==> src/rtl/data_sram_bridge.sv <==
// data_sram_bridge: turns the CPU's single-cycle data SRAM port into a
// request/response bus transaction and stalls the pipeline until it completes.
// Optional feature macro: DSRAM_RDATA_BYPASS_EN (forward bus_rdata to the
// memory stage in the response cycle instead of waiting for DONE).
module data_sram_bridge #(
    parameter int unsigned ADDR_WIDTH = 32
) (
    input  logic                  clk,
    input  logic                  resetn,
    input  logic                  cpu_req,
    input  logic [3:0]            cpu_wen,
    input  logic [ADDR_WIDTH-1:0] cpu_addr,
    input  logic [31:0]           cpu_wdata,
    input  logic                  cpu_cancel,
    input  logic                  pipe_hold,
    output logic [31:0]           cpu_rdata,
    output logic                  cpu_stall,
    output logic                  bus_req,
    output logic                  bus_wr,
    output logic [1:0]            bus_size,
    output logic [ADDR_WIDTH-1:0] bus_addr,
    output logic [3:0]            bus_wstrb,
    output logic [31:0]           bus_wdata,
    input  logic                  bus_addr_ok,
    input  logic                  bus_data_ok,
    input  logic [31:0]           bus_rdata
);

    localparam int unsigned DATA_W = 32;

    typedef enum logic [1:0] {
        S_IDLE = 2'd0,
        S_ADDR = 2'd1,
        S_DATA = 2'd2,
        S_DONE = 2'd3
    } state_t;

    state_t                state;
    state_t                next_state;
    logic                  drain;
    logic                  drain_c;
    logic                  accept_c;
    logic                  complete_c;
    logic                  in_flight_c;
    logic [DATA_W-1:0]     resp_c;

    logic                  wr_q;
    logic [1:0]            size_q;
    logic [3:0]            wstrb_q;
    logic [ADDR_WIDTH-1:0] addr_q;
    logic [DATA_W-1:0]     wdata_q;
    logic [DATA_W-1:0]     rbuf;

    // Transfer size implied by the aligned byte enables (reads are whole words)
    function automatic logic [1:0] size_of(input logic [3:0] wen);
        logic [1:0] size;
        case (wen)
            4'b0001, 4'b0010, 4'b0100, 4'b1000: size = 2'd0;
            4'b0011, 4'b1100:                   size = 2'd1;
            default:                            size = 2'd2;
        endcase
        return size;
    endfunction

    // Shared decode of handshake and cancel conditions
    always_comb begin
        accept_c    = (state == S_IDLE) && cpu_req && !cpu_cancel;
        in_flight_c = (state == S_ADDR) || (state == S_DATA);
        drain_c     = drain || (in_flight_c && cpu_cancel);
        complete_c  = (state == S_DATA) && bus_data_ok;
        resp_c      = wr_q ? '0 : bus_rdata;
    end

    // State register
    always_ff @(posedge clk or negedge resetn) begin
        if (!resetn) begin
            state <= S_IDLE;
        end else begin
            state <= next_state;
        end
    end

    // Next-state logic; an accepted request always runs to its response
    always_comb begin
        next_state = state;
        case (state)
            S_IDLE: begin
                if (accept_c) begin
                    next_state = S_ADDR;
                end
            end
            S_ADDR: begin
                if (bus_addr_ok) begin
                    next_state = S_DATA;
                end
            end
            S_DATA: begin
                if (bus_data_ok) begin
                    if (drain_c) begin
                        next_state = S_IDLE;
                    end else begin
`ifdef DSRAM_RDATA_BYPASS_EN
                        next_state = pipe_hold ? S_DONE : S_IDLE;
`else
                        next_state = S_DONE;
`endif
                    end
                end
            end
            S_DONE: begin
                if (cpu_cancel || !pipe_hold) begin
                    next_state = S_IDLE;
                end
            end
            default: next_state = S_IDLE;
        endcase
    end

    // Output logic: stall and read data toward the memory stage
    always_comb begin
        cpu_stall = 1'b0;
        cpu_rdata = rbuf;
        case (state)
            S_IDLE: cpu_stall = cpu_req && !cpu_cancel;
            S_ADDR: cpu_stall = 1'b1;
            S_DATA: begin
                cpu_stall = 1'b1;
`ifdef DSRAM_RDATA_BYPASS_EN
                if (complete_c && !drain_c) begin
                    cpu_stall = 1'b0;
                    cpu_rdata = resp_c;
                end
`endif
            end
            S_DONE: cpu_stall = 1'b0;
            default: cpu_stall = 1'b0;
        endcase
    end

    // Request is valid only while waiting for the address handshake
    assign bus_req   = (state == S_ADDR);
    assign bus_wr    = wr_q;
    assign bus_size  = size_q;
    assign bus_addr  = addr_q;
    assign bus_wstrb = wstrb_q;
    assign bus_wdata = wdata_q;

    // Latch the request fields, already encoded for the bus, on acceptance
    always_ff @(posedge clk or negedge resetn) begin
        if (!resetn) begin
            wr_q    <= 1'b0;
            size_q  <= 2'd0;
            wstrb_q <= 4'd0;
            addr_q  <= '0;
            wdata_q <= '0;
        end else if (accept_c) begin
            wr_q    <= |cpu_wen;
            size_q  <= size_of(cpu_wen);
            wstrb_q <= cpu_wen;
            addr_q  <= (|cpu_wen) ? cpu_addr : {cpu_addr[ADDR_WIDTH-1:2], 2'b00};
            wdata_q <= cpu_wdata;
        end
    end

    // Read buffer keeps its value when a cancelled transaction drains
    always_ff @(posedge clk or negedge resetn) begin
        if (!resetn) begin
            rbuf <= '0;
        end else if (complete_c && !drain_c) begin
            rbuf <= resp_c;
        end
    end

    // Drain flag lives only while a cancelled transaction is still on the bus
    always_ff @(posedge clk or negedge resetn) begin
        if (!resetn) begin
            drain <= 1'b0;
        end else begin
            drain <= ((next_state == S_ADDR) || (next_state == S_DATA)) ? drain_c : 1'b0;
        end
    end

endmodule

==> config.mk <==
export PLATFORM = sky130hd
export DESIGN_NAME = data_sram_bridge
export DESIGN_NICKNAME = d
export VERILOG_FILES = /design/src/rtl/data_sram_bridge.sv
export SDC_FILE = /design/constraint.sdc
export NUM_CORES = 1
export LEC_CHECK = 0
export ABC_AREA = 1
export CORE_MARGIN = 4
export CORE_UTILIZATION = 32
export CTS_CLUSTER_DIAMETER = 50
export DETAILED_ROUTE_END_ITERATION = 8
export PLACE_DENSITY = 0.66
export SYNTH_ARGS = -nofsm -noshare
export SYNTH_HDL_FRONTEND = slang
export SYNTH_SLANG_ARGS = --single-unit
==> constraint.sdc <==
create_clock -name clk -period 2.6 [get_ports clk]
set_input_delay 0.39 -clock clk [delete_from_list [all_inputs] [get_ports clk]]
set_output_delay 0.39 -clock clk [all_outputs]
set_load 0.02 [all_outputs]
==> reports/qor.csv <==
metric;value;unit
status;finished, final reports clean;
Gate power share;0.495;
core area;0.0132;mm2
dpl cell area;0.00661;mm2
worst-margin pin slew;1000;ps
post-CTS setup buffer count;0;
setup TNS;0;ps
DP Wirelength;9230;um
Syn Area/Cell;8.73;um2
final cycle utilization of the critical path;0.916;
Synth Area in Adders;0.0145;
unrepaired setup endpoints after global routing;false;
# DRC;0;
Pint;5.06;mW
top-area cell type share of the netlist area;0.614;
clock sinks;106;
post-synthesis sequential area ratio;0.614;
final slew viol count;0;
Area growth syn-to-layout;59.8;%
final setup margin;217;ps
r2r worst-path depth;7;
Detailed Route Iter0 Violations;190;
setup violators final;0;
number of global-route vias before repair;4213;
count of placed standard cells including taps;861;
cell count after synthesis;495;
Reg power frac;0.342;
Nets;808;
Post-Synth XOR/XNOR Area;0;
TritonCTS clock tree;done;
Layout Cells excl Fill;877;
Hold Vio Cnt, Final;0;
share of cells above drive strength 1;0.0399;
Ys Warns;0;
post-synth cell types;21;
FILL cells;1262;
Die Ht;124;um
worst min-delay path class;input pin to asynchronous set/reset pin;
largest net degree at the start of global routing;74;
largest family of logic cells by synthesized area;simple AND/OR/NAND/NOR gates;
Final Util;0.522;
clock tree buffer depth;2;
Hold-fix buffers, CTS;0;
Vias;3945;
post-synthesis mux area share;0;
number of max-cap violations;0;
maximum vdd ir drop;0.617;mV
synth cell count leaders;250 x nand2_1, 106 x dfrtp_1, 39 x nand3_1;
Leak Pwr;3.37;nW
synthesized area;0.00432;mm2
Remaining Overflow, GRT;0;
CTS clk-pin slew, worst paths;70;ps
Setup Skew;7.64;ps
post-synth net total;607;
Setup CP Type;flop to primary output;
ANT nets after route;0;
Hold Slack;60.0;ps
Startpoint Class;flop;
crit end category;primary output;
Worst EP arrival;1990;ps
Final Instance Area;0.00691;mm2
switching share of power;0.391;
cell area power density;1200;mW/mm2
area leader, netlist;dfrtp_1;
I/O pins;212;
EDFF count, synth;0;
WL per Instance;14.4;um
worst-path fanout max;5;
slew margin rel.;0.330;
Num CTS Buffers;9;
DR pass1 iterations;4;
Vias/cell;4.50;
Antenna diodes;0;
asr flop ratio synth;1.00;
WP data required;2210;ps
Placer Congestion;0.806;
Post-Synth Simple-Gate Area;0.279;
clock network power share;0.162;
number of synthesized register bits;106;
synth top area cells;dfrtp_1 61%, nand2_1 22%, nand3_1 4.5%;
Die W;124;um
row count;42;
Post-synth top flop;dfrtp_1;
Die ar.;0.0154;mm2
Routed WL;12600;um
first-pass GRT wire length;21300;um
post-CTS sizing;0;
Port Buffer Count;211;
pre-CTS setup slack;338;ps
Initial Util;0.326;
root buffer cell;clkbuf_16;
slack of the worst reg-to-reg path;480;ps
total power;8.31;mW
Compound-Gate Fraction of Synth Area;0.0478;
antenna violations before repair;0;
most frequent cell after synthesis;nand2_1;
# H-tree levels;3;
min Tclk post-route;2380;ps
worst skew pair latency;340;ps
switching power;3.25;mW
fmax;420;MHz
GR Util All Layers;0.166;
==> metal layers <==
metal  GRT usage  part of all wire  up-vias
li1            -                 -     1948
met1       0.207              0.43     1834
met2       0.267              0.47      143
met3      0.0584             0.079       20
met4      0.0600             0.021        0
met5           0                 0        -
==> power by group through the flow <==
stage	clock [mW]	combinational [mW]	sequential (mW)
finish	1.35	4.12	2.84
global route	1.46	4.44	2.95
CTS	1.39	4.18	2.85
detailed placement	0	4.16	2.86
global placement	0	4.12	2.83
floorplan	0	1.11	3.75
==> critical path: stages (launching register included) <==
cell	delay, ps
dfrtp_1	440
inv_1	130
ha_1	310
nor2_1	50
a21oi_1	110
clkdlybuf4s50_1	620
==> sequential cells by signal (all words and copies together) (netlist names) <==
| register | flops |
|---|---|
| bus_addr | 32 |
| bus_wstrb | 4 |
| bus_wr | 1 |
| drain | 1 |
| state | 2 |
| bus_wdata | 32 |
| bus_size | 2 |
| cpu_rdata | 32 |
==> path summary, 6_finish.rpt <==
kind                            endpoint    startpoint
max in group asynchronous  cpu_rdata[15]        resetn
min                        bus_wdata[21]        resetn
min in group clk            bus_wdata[6]  bus_wdata[6]
max reg2reg                 cpu_rdata[6]      state[1]
min reg2reg                 bus_wdata[6]  bus_wdata[6]
max                            cpu_stall      state[1]
==> cell type report <==
cell class	count	area, um2	area share
sequential	106	2650	0.384
timing repair buffer	217	2200	0.319
multi-input combinational	347	1480	0.214
clock buffer	12	246	0.0357
tap	176	220	0.0319
inverter	15	56.3	0.00815
clock inverter	4	51.3	0.00743
==> kinds of logic (layout without fill, tap and decap cells) <==
group                    Yosys count  in the layout
adder cells (fa/ha/maj)            5              5
AO/OA/AOI/OAI                     40             40
buffers and inverters             42            248
AND/OR/NAND/NOR                  302            302
flip-flops                       106            106
==> layout by cell type (no fill, tap or decap), drive strengths merged <==
cell type        n
nor2             9
inv             15
clkbuf          12
dfrtp          106
clkinvlp         1
a21oi            2
bufinv           1
buf              7
ha               5
clkdlybuf4s50  210
nand3           39
o21bai           1
clkinv           2
o21ai           35
o22ai            1
nand2          254
a21o             1
Power figures use the tool's default switching activity.
